[src/rtl/counter_arbiter_if.sv]
// Bus between counter_arbiter and its two requesters plus the shared mod-8 counter.
interface counter_arbiter_if;
    // Handshake: a requester holds reqN high (level) to ask for one counting run.
    // The arbiter answers with gntN from the cycle after the grant edge through
    // the DONE cycle. lenN is sampled only on the grant edge. doneN pulses for
    // exactly one cycle when the run ends (err alongside it for a watchdog
    // abort), and gntN drops on the following edge. Dropping reqN mid-run does
    // not cancel the run. en tells the shared counter to step by one on the
    // next clk edge.
    logic       req0;
    logic       req1;
    logic [2:0] len0;
    logic [2:0] len1;
    logic [2:0] num;
    logic       en;
    logic       gnt0;
    logic       gnt1;
    logic       done0;
    logic       done1;
    logic       err;
    logic       busy;
    logic [1:0] state_dbg;
    logic [3:0] wdog_dbg;
    logic [2:0] start_dbg;

    modport slave (
        input  req0, req1, len0, len1, num,
        output en, gnt0, gnt1, done0, done1, err, busy,
        output state_dbg, wdog_dbg, start_dbg
    );

    modport master (
        output req0, req1, len0, len1, num,
        input  en, gnt0, gnt1, done0, done1, err, busy,
        input  state_dbg, wdog_dbg, start_dbg
    );
endinterface

[src/rtl/counter_arbiter.sv]
// Round-robin owner of a shared mod-8 counter. A granted requester gets a run
// of len counts; the block drives en until the counter reaches start+len, then
// pulses done. A watchdog ends runs whose counter never reaches the target.
module counter_arbiter (
    input  logic             clk,
    input  logic             reset,
    counter_arbiter_if.slave bus
);
    typedef enum logic [1:0] {
        IDLE = 2'd0,
        RUN  = 2'd1,
        DONE = 2'd2
    } state_t;

    // Ninth RUN cycle: the watchdog gives up at the edge that ends it.
    localparam logic [3:0] WDOG_LAST = 4'd8;

    state_t     state_q;
    state_t     state_n;
    logic       gnt0_q, gnt0_n;
    logic       gnt1_q, gnt1_n;
    logic       done0_q, done0_n;
    logic       done1_q, done1_n;
    logic       err_q, err_n;
    logic       busy_q, busy_n;
    logic       last_q, last_n;
    logic [2:0] target_q, target_n;
    logic [2:0] start_q, start_n;
    logic [3:0] wdog_q, wdog_n;
    logic       pick;
    logic [2:0] len_w;
    logic [2:0] num_inc;
    logic       hit;
    logic       en_c;

    // Counter value after one more enabled edge; the run ends on the edge that lands on target.
    assign num_inc = bus.num + 3'd1;

    // Next-state, arbitration and registered-output values for the coming edge.
    always_comb begin
        state_n  = state_q;
        gnt0_n   = gnt0_q;
        gnt1_n   = gnt1_q;
        done0_n  = 1'b0;
        done1_n  = 1'b0;
        err_n    = 1'b0;
        last_n   = last_q;
        target_n = target_q;
        start_n  = start_q;
        wdog_n   = wdog_q;
        pick     = 1'b0;
        len_w    = 3'd0;
        hit      = 1'b0;
        en_c     = 1'b0;
        case (state_q)
            IDLE: begin
                if (bus.req0 || bus.req1) begin
                    // On a tie the requester that was not granted last wins.
                    pick     = (bus.req0 && bus.req1) ? ~last_q : bus.req1;
                    len_w    = pick ? bus.len1 : bus.len0;
                    gnt0_n   = ~pick;
                    gnt1_n   = pick;
                    last_n   = pick;
                    start_n  = bus.num;
                    target_n = bus.num + len_w;
                    wdog_n   = 4'd0;
                    if (len_w == 3'd0) begin
                        // Nothing to count: report completion straight away.
                        state_n = DONE;
                        done0_n = ~pick;
                        done1_n = pick;
                    end else begin
                        state_n = RUN;
                    end
                end
            end
            RUN: begin
                en_c   = (bus.num != target_q);
                wdog_n = wdog_q + 4'd1;
                hit    = (bus.num == target_q) || (num_inc == target_q);
                if (hit) begin
                    state_n = DONE;
                    done0_n = gnt0_q;
                    done1_n = gnt1_q;
                end else if (wdog_q == WDOG_LAST) begin
                    state_n = DONE;
                    done0_n = gnt0_q;
                    done1_n = gnt1_q;
                    err_n   = 1'b1;
                end
            end
            DONE: begin
                state_n = IDLE;
                gnt0_n  = 1'b0;
                gnt1_n  = 1'b0;
            end
            default: begin
                state_n = IDLE;
                gnt0_n  = 1'b0;
                gnt1_n  = 1'b0;
            end
        endcase
        busy_n = (state_n != IDLE);
    end

    // State and registered outputs; reset drops everything without waiting for clk.
    always_ff @(posedge clk or negedge reset) begin
        if (!reset) begin
            state_q  <= IDLE;
            gnt0_q   <= 1'b0;
            gnt1_q   <= 1'b0;
            done0_q  <= 1'b0;
            done1_q  <= 1'b0;
            err_q    <= 1'b0;
            busy_q   <= 1'b0;
            last_q   <= 1'b1;
            target_q <= 3'd0;
            start_q  <= 3'd0;
            wdog_q   <= 4'd0;
        end else begin
            state_q  <= state_n;
            gnt0_q   <= gnt0_n;
            gnt1_q   <= gnt1_n;
            done0_q  <= done0_n;
            done1_q  <= done1_n;
            err_q    <= err_n;
            busy_q   <= busy_n;
            last_q   <= last_n;
            target_q <= target_n;
            start_q  <= start_n;
            wdog_q   <= wdog_n;
        end
    end

    assign bus.en        = en_c;
    assign bus.gnt0      = gnt0_q;
    assign bus.gnt1      = gnt1_q;
    assign bus.done0     = done0_q;
    assign bus.done1     = done1_q;
    assign bus.err       = err_q;
    assign bus.busy      = busy_q;
    assign bus.state_dbg = state_q;
    assign bus.wdog_dbg  = wdog_q;
    assign bus.start_dbg = start_q;
endmodule

[src/flat_wrapper.sv]
// flat-port wrapper written by rule: the top's interface ports become plain ports
module counter_arbiter_flat 
  (clk, reset, bus_req0, bus_req1, bus_len0, bus_len1, bus_num, bus_en, bus_gnt0, bus_gnt1, bus_done0, bus_done1, bus_err, bus_busy, bus_state_dbg, bus_wdog_dbg, bus_start_dbg);
  counter_arbiter_if bus_i ();
  input  logic clk;
  input  logic reset;
  input wire logic [$bits(bus_i.req0)-1:0] bus_req0;
  input wire logic [$bits(bus_i.req1)-1:0] bus_req1;
  input wire logic [$bits(bus_i.len0)-1:0] bus_len0;
  input wire logic [$bits(bus_i.len1)-1:0] bus_len1;
  input wire logic [$bits(bus_i.num)-1:0] bus_num;
  output wire logic [$bits(bus_i.en)-1:0] bus_en;
  output wire logic [$bits(bus_i.gnt0)-1:0] bus_gnt0;
  output wire logic [$bits(bus_i.gnt1)-1:0] bus_gnt1;
  output wire logic [$bits(bus_i.done0)-1:0] bus_done0;
  output wire logic [$bits(bus_i.done1)-1:0] bus_done1;
  output wire logic [$bits(bus_i.err)-1:0] bus_err;
  output wire logic [$bits(bus_i.busy)-1:0] bus_busy;
  output wire logic [$bits(bus_i.state_dbg)-1:0] bus_state_dbg;
  output wire logic [$bits(bus_i.wdog_dbg)-1:0] bus_wdog_dbg;
  output wire logic [$bits(bus_i.start_dbg)-1:0] bus_start_dbg;
  assign bus_i.req0 = bus_req0;
  assign bus_i.req1 = bus_req1;
  assign bus_i.len0 = bus_len0;
  assign bus_i.len1 = bus_len1;
  assign bus_i.num = bus_num;
  assign bus_en = bus_i.en;
  assign bus_gnt0 = bus_i.gnt0;
  assign bus_gnt1 = bus_i.gnt1;
  assign bus_done0 = bus_i.done0;
  assign bus_done1 = bus_i.done1;
  assign bus_err = bus_i.err;
  assign bus_busy = bus_i.busy;
  assign bus_state_dbg = bus_i.state_dbg;
  assign bus_wdog_dbg = bus_i.wdog_dbg;
  assign bus_start_dbg = bus_i.start_dbg;
  counter_arbiter u_core (.clk(clk), .reset(reset), .bus(bus_i));
endmodule
[config.mk]
export PLATFORM = sky130hd
export DESIGN_NAME = counter_arbiter_flat
export DESIGN_NICKNAME = d
export VERILOG_FILES = /design/src/rtl/counter_arbiter_if.sv /design/src/rtl/counter_arbiter.sv /design/src/flat_wrapper.sv
export SDC_FILE = /design/constraint.sdc
export NUM_CORES = 1
export LEC_CHECK = 0
export CAP_MARGIN = 20
export CORE_ASPECT_RATIO = 1.1
export CORE_UTILIZATION = 50
export DETAILED_ROUTE_END_ITERATION = 10
export PLACE_DENSITY = 0.83
export RECOVER_POWER = 100
export SYNTH_ARGS = -nofsm -noshare
export SYNTH_HDL_FRONTEND = slang
export SYNTH_SLANG_ARGS = --single-unit
[constraint.sdc]
create_clock -name clk -period 4.5 [get_ports clk]
set_input_delay 0.9 -clock clk [delete_from_list [all_inputs] [get_ports clk]]
set_output_delay 0.9 -clock clk [all_outputs]
set_load 0.005 [all_outputs]
==> run_results.csv, run 1 <==
group,metric,value,unit
run_status,status,"finished clean",
finish,fin_util,0.732,
clock_tree,cts_made_buffers,3,
finish,fin_nets,147,
clock_tree,insertion_delay,0.29,ns
power_and_ir_drop,p_sw,266,uW
logic_synthesis,async_reset_ff_frac,1.00,
global_route,grt_pass1_vias,812,
power_and_ir_drop,peakVddDrop,0.278,mV
sta,slew_headroom,0.441,
global_route,grt_pass1_wl,3420,microns
logic_synthesis,yosysTopAreaCellShare,0.444,
floorplanning,dieArea,2210,sq um
sta,skew,0.00231,ns
logic_synthesis,synth_top_cell_by_area,"dfrtp_1",
route,drt-initial-drc-count,4,
floorplanning,core,1840,sq um
floorplanning,die_x,45.0,microns
setup_path,crit_required,3.60,ns
setup_path,crit_top_cell,"dlygate4sd3_1",
route,firstDrtPassIters,4,
clock_tree,path_clk_slew,0.10,ns
power_and_ir_drop,internal_power,469,uW
clock_tree,cts.sinks,19,
logic_synthesis,syn_inst,97,
sta,fmax,279,MHz
sta,hold_violations,0,
sta,final_max_slew_viol_count,0,
logic_synthesis,synth_commonest_cells,"dfrtp_1 (18), nand2_1 (10), o21ai_0 (9)",
sta,setup_viol,0,
logic_synthesis,ys.warnings.count,0,
route,ant_nets,0,
power_and_ir_drop,p_leak,0.615,nW
setup_path,cp_max_fo,4,
clock_tree,tritoncts,"built",
min_path,hold_start,"u_core.bus.start_dbg[1]",
route,wire_per_inst,12.2,microns
setup_path,path_class,"in2out",
global_route,grt_use_total,0.208,
setup_path,path_delay_family,"buffers and inverters",
run,maxCapViolations,0,
logic_synthesis,synth_edf_count,0,
min_path,min_path_type,"reg2reg",
logic_synthesis,ys_types,28,
route,vias,780,
sta,period_minus_slack,3.58,ns
sta,finalHoldWorstSlack,0.509,ns
finish,area_growth,32.9,%
setup_path,cp_slowest_cell,"dlygate4sd3_1",
finish,stdcell_count,155,
sta,period_share,0.797,
logic_synthesis,ys.flop_type,"dfrtp_1",
clock_tree,clock-root-buffer,"clkbuf_4",
sta,rsz0062_at_grt,"no",
global_route,overflow,0,
setup_path,cpPeakStageDelay,0.61,ns
logic_synthesis,synth_most_common_cell,"dfrtp_1",
finish,drive_above_1_share,0.0859,
global_route,antenna_found_initial,0,
floorplanning,start_util,0.551,
sta,setup-tns-final,0,ns
setup_path,startpoint,"bus_num[0]",
setup_path,cp_num_buf_inv,2,
finish,final_cell_area,1350,sq um
sta,tightest_slew,0.831,ns
placed_design,place_hpwl,1470,microns
logic_synthesis,synth_area_per_cell,10.5,sq um
floorplanning,die_height,49.2,microns
setup_path,critical_path.cell_chain,"dlygate4sd3_1 > xor2_1 > nor3_1 > nor2_1 > dlygate4sd3_1",
power_and_ir_drop,clock_power_share,0.114,
clock_tree,clk_path_buf_depth,2,
finish,antenna_cells,0,
setup_path,start_kind,"input pin",
logic_synthesis,ys_seq_area_frac,0.470,
route,wl,1890,microns
placed_design,place_inst,151,
logic_synthesis,mappedNetlistNets,115,
setup_path,r2r_slack,2.04,ns
placed_design,detailed_place.area,1330,sq um
clock_tree,holdBufCountCts,0,
setup_path,end_kind,"primary output",
clock_tree,cts_max_level,1,
clock_tree,cts_setup_buffers,0,
power_and_ir_drop,p_sw_frac,0.362,
power_and_ir_drop,p_per_area,545,nW/um^2
route,drc,0,
power_and_ir_drop,p_seq_frac,0.414,
floorplanning,rows,16,
logic_synthesis,ys_ff_latch,19,
floorplanning,io_pins,29,
finish,nFillCells,155,
placed_design,finalWeightedCongestion,0.750,
logic_synthesis,netlist_area,1010,sq um
global_route,grt_max_degree,20,
power_and_ir_drop,p_comb_frac,0.471,
setup_path,crit_arrival,2.68,ns
clock_tree,cts_resized,0,
placed_design,portBuffers,28,
logic_synthesis,synth_area_leaders,"dfrtp_1 (44%), mux2_2 (5.5%), ha_1 (4.9%)",
route,vias_per_cell,5.03,
setup_path,timing.rr.start,"u_core.last_q",
==> power by group through the flow <==
| stage | clock network [mW] | registers [mW] | logic, mW |
|---|---|---|---|
| final | 0.0840 | 0.304 | 0.346 |
| after global placement | 0 | 0.310 | 0.368 |
| after floorplan | 0 | 0.306 | 0.204 |
| after global routing | 0.0954 | 0.317 | 0.393 |
| after CTS | 0.0873 | 0.309 | 0.378 |
| after detailed placement | 0 | 0.312 | 0.376 |
==> registers in the layout (all words and copies together) (netlist names) <==
name	cells
u_core.bus.start_dbg	3
u_core.bus.gnt0	1
u_core.bus.busy	1
u_core.bus.wdog_dbg	4
u_core.bus.state_dbg	2
u_core.target_q	3
u_core.bus.gnt1	1
u_core.last_q	1
u_core.bus.err	1
u_core.bus.done0	1
u_core.bus.done1	1
==> area by class of cell <==
| type | instances | area [sq um] | share of cell area |
|---|---|---|---|
| clock buffers | 3 | 22.5 | 0.0167 |
| clock inverters | 1 | 5.00 | 0.00371 |
| inverters | 5 | 18.8 | 0.0139 |
| multi-input cells | 71 | 508 | 0.377 |
| flip-flops and latches | 19 | 477 | 0.353 |
| well taps | 27 | 33.8 | 0.0250 |
| repair buffers | 29 | 284 | 0.211 |
==> layout by cell type, fill, tap and decap left out, drive strengths merged <==
cell type / n
dlygate4sd3: 20
nor2b: 2
dfrtp: 18
dfstp: 1
o21ai: 10
a21boi: 1
inv: 5
o22ai: 2
nand3: 5
xnor2: 3
and3: 1
nor3: 5
clkinv: 1
or3: 1
a21oi: 3
mux2i: 2
nor2: 3
a31oi: 1
nand2: 10
nand2b: 5
xnor3: 1
ha: 4
mux2: 5
clkbuf: 4
xor2: 5
and2: 1
fa: 1
clkdlybuf4s50: 8
==> worst paths after layout <==
check	end	cells after the start
hold reg to reg	u_core.bus.start_dbg[1]	2
min in group asynchronous	u_core.bus.gnt0	1
setup reg to reg	u_core.target_q[2]	8
max in group asynchronous	u_core.target_q[0]	1
setup / recovery	bus_en	5
hold / removal	u_core.bus.start_dbg[1]	2
==> worst min-delay path, delay by kind of cell (launching register included) <==
| kind | cells | cell delay, ns |
|---|---|---|
| AO/OA/AOI/OAI | 1 | 0.06 |
| AND/OR/NAND/NOR | 1 | 0.05 |
| flip-flops | 1 | 0.36 |
==> stage by stage <==
stage	power [mW]	setup WS, ns
6_report	0.735	0.915
5_1_grt	0.805	0.807
4_1_cts	0.775	1.14
3_5_place_dp	0.689	1.15
3_3_place_gp	0.678	1.20
2_1_floorplan	0.510	2.06
==> logic make-up after synthesis <==
group,count (synthesis),synth area share
mux,7,0.0752
simple gates,33,0.169
flops,19,0.470
buf+inv,7,0.0259
fa+ha+maj,5,0.0691
xor+xnor,9,0.0912
compound gates,17,0.0999
==> layer usage <==
layer,share of wire,GRT usage,vias to the layer above
met1,0.44,0.249,365
met2,0.51,0.360,17
met4,0.012,0.0758,0
met5,0,0,-
li1,-,-,396
met3,0.034,0.0333,2
(Power assumes the default switching activity.)
==> run 2: changes to the inputs <==
Settings changed: CORE_UTILIZATION 50 to 46, PLACE_DENSITY 0.83 to 0.78.
Clock period 4.5 ns to 3.5 ns, I/O delays scaled along.
==> run_results.csv, run 2 (same netlist as run 1, synthesis figures left out) <==
group,metric,value,unit
run_status,status,"finished clean",
sta,setup_ws,0.340,ns
floorplanning,die_height,51.3,microns
clock_tree,cts.sinks,19,
route,ant_nets,0,
floorplanning,dieArea,2400,sq um
route,vias,781,
min_path,min_path_type,"reg2reg",
power_and_ir_drop,total_power,936,uW
setup_path,path_class,"in2out",
global_route,grt_pass1_vias,745,
setup_path,end_kind,"primary output",
sta,skew,0.00711,ns
clock_tree,cts_setup_buffers,0,
run,maxCapViolations,0,
global_route,grt_pass1_wl,3220,microns
route,vias_per_cell,5.01,
finish,drive_above_1_share,0.0938,
setup_path,cp_slowest_cell,"dlygate4sd3_1",
placed_design,dpl_worst_slack,0.557,ns
route,drt-initial-drc-count,10,
setup_path,cpPeakStageDelay,0.60,ns
finish,area_growth,32.8,%
sta,slew_headroom,0.440,
clock_tree,clk_path_buf_depth,2,
route,wire_per_inst,11.9,microns
floorplanning,core,2040,sq um
route,wl,1860,microns
global_route,grt_max_degree,20,
finish,largest_reg_flops,4,
route,drc,0,
placed_design,portBuffers,28,
setup_path,crit_arrival,2.46,ns
finish,layout_common_cells,"dlygate4sd3_1 (20), dfrtp_1 (18), nand2_1 (10), o21ai_0 (10), clkdlybuf4s50_1 (8)",
route,firstDrtPassIters,4,
global_route,grt_use_total,0.189,
sta,setup_viol,0,
placed_design,finalWeightedCongestion,0.762,
setup_path,path_delay_family,"buffers and inverters",
setup_path,crit_required,2.80,ns
finish,fin_nets,147,
placed_design,detailed_place.area,1330,sq um
sta,tightest_slew,0.838,ns
sta,period_share,0.903,
clock_tree,cts_made_buffers,3,
clock_tree,cts_max_level,1,
setup_path,cp_num_buf_inv,2,
clock_tree,cts_resized,0,
sta,setup-tns-final,0,ns
power_and_ir_drop,p_per_area,695,nW/um^2
sta,fmax,317,MHz
power_and_ir_drop,peakVddDrop,0.354,mV
sta,hold_violations,0,
sta,period_minus_slack,3.16,ns
global_route,overflow,0,
finish,final_cell_area,1350,sq um
global_route,antenna_found_initial,0,
finish,layout_commonest_cell,"dlygate4sd3_1",
clock_tree,clock-root-buffer,"clkbuf_4",
setup_path,crit_top_cell,"dlygate4sd3_1",
setup_path,critical_path.cell_chain,"dlygate4sd3_1 > xor2_1 > nor3_1 > nor2_1 > dlygate4sd3_1",
clock_tree,tritoncts,"built",
finish,antenna_cells,0,
power_and_ir_drop,p_leak,0.611,nW
clock_tree,insertion_delay,0.29,ns
clock_tree,path_clk_slew,0.10,ns
floorplanning,io_pins,29,
floorplanning,start_util,0.497,
clock_tree,holdBufCountCts,0,
setup_path,cp_max_fo,4,
floorplanning,rows,17,
setup_path,start_kind,"input pin",
sta,rsz0062_at_grt,"no",
floorplanning,die_x,46.8,microns
sta,final_max_slew_viol_count,0,
placed_design,place_hpwl,1470,microns
-- run 2: changes by cell type in the layout (fill, tap and decap cells not counted), sizes merged --
cell,delta
clkbuf,+1
clkinv,-1
-- run 2: layer usage --
metal  wire length (microns)  vias to the layer above  global-route usage
met1                     867                      364               0.252
met4                      13                        0              0.0810
met3                      69                        2              0.0318
li1                        -                      397                   -
met2                     914                       18               0.294
met5                       0                        -                   0
-- run 2: cell type report --
class	count	area (sq um)
clock buffer	4	26.3
fill	180	694
inverter	5	18.8
multi-input combinational	71	507
sequential	19	477
tap	28	35.0
timing repair buffer	29	284
-- run 2: worst reg2reg max path, delay by kind of cell, from the launching register on --
kind	cells	cell delay (ns)
AOI/OAI and AO/OA	2	0.39
DFF	1	0.40
adders and majority gates	2	0.36
muxes	1	0.39
buffers and inverters	1	0.06
xor gates and xnor gates	2	0.30
-- run 2: where the power goes --
group	switching [mW]	internal (mW)	total [mW]
Combinational	0.196	0.240	0.437
Clock	0.0635	0.0443	0.108
Sequential	0.0775	0.314	0.392
-- run 2: per-stage QoR --
| step | cells | util | hold slack [ns] |
|---|---|---|---|
| 2_1_floorplan | 97 | - | 0.404 |
| 3_3_place_gp | 152 | 0.651 | 0.477 |
| 3_5_place_dp | 152 | 0.651 | 0.480 |
| 4_1_cts | 156 | 0.664 | 0.513 |
| 5_1_grt | 156 | 0.660 | 0.544 |
| 6_report | 156 | 0.660 | 0.497 |
-- run 2: final timing paths --
path | startpoint | to | slack (ns) | cells past startpoint
worst min-delay path | u_core.bus.start_dbg[1] | u_core.bus.start_dbg[1] | 0.50 | 2
min in group asynchronous | reset | u_core.bus.gnt0 | 0.94 | 1
worst min register to register | u_core.bus.start_dbg[1] | u_core.bus.start_dbg[1] | 0.50 | 2
worst max register to register | u_core.last_q | u_core.target_q[2] | 1.46 | 8
max in group asynchronous | reset | u_core.bus.start_dbg[1] | 2.03 | 1
worst max-delay path | bus_num[0] | bus_en | 0.34 | 5
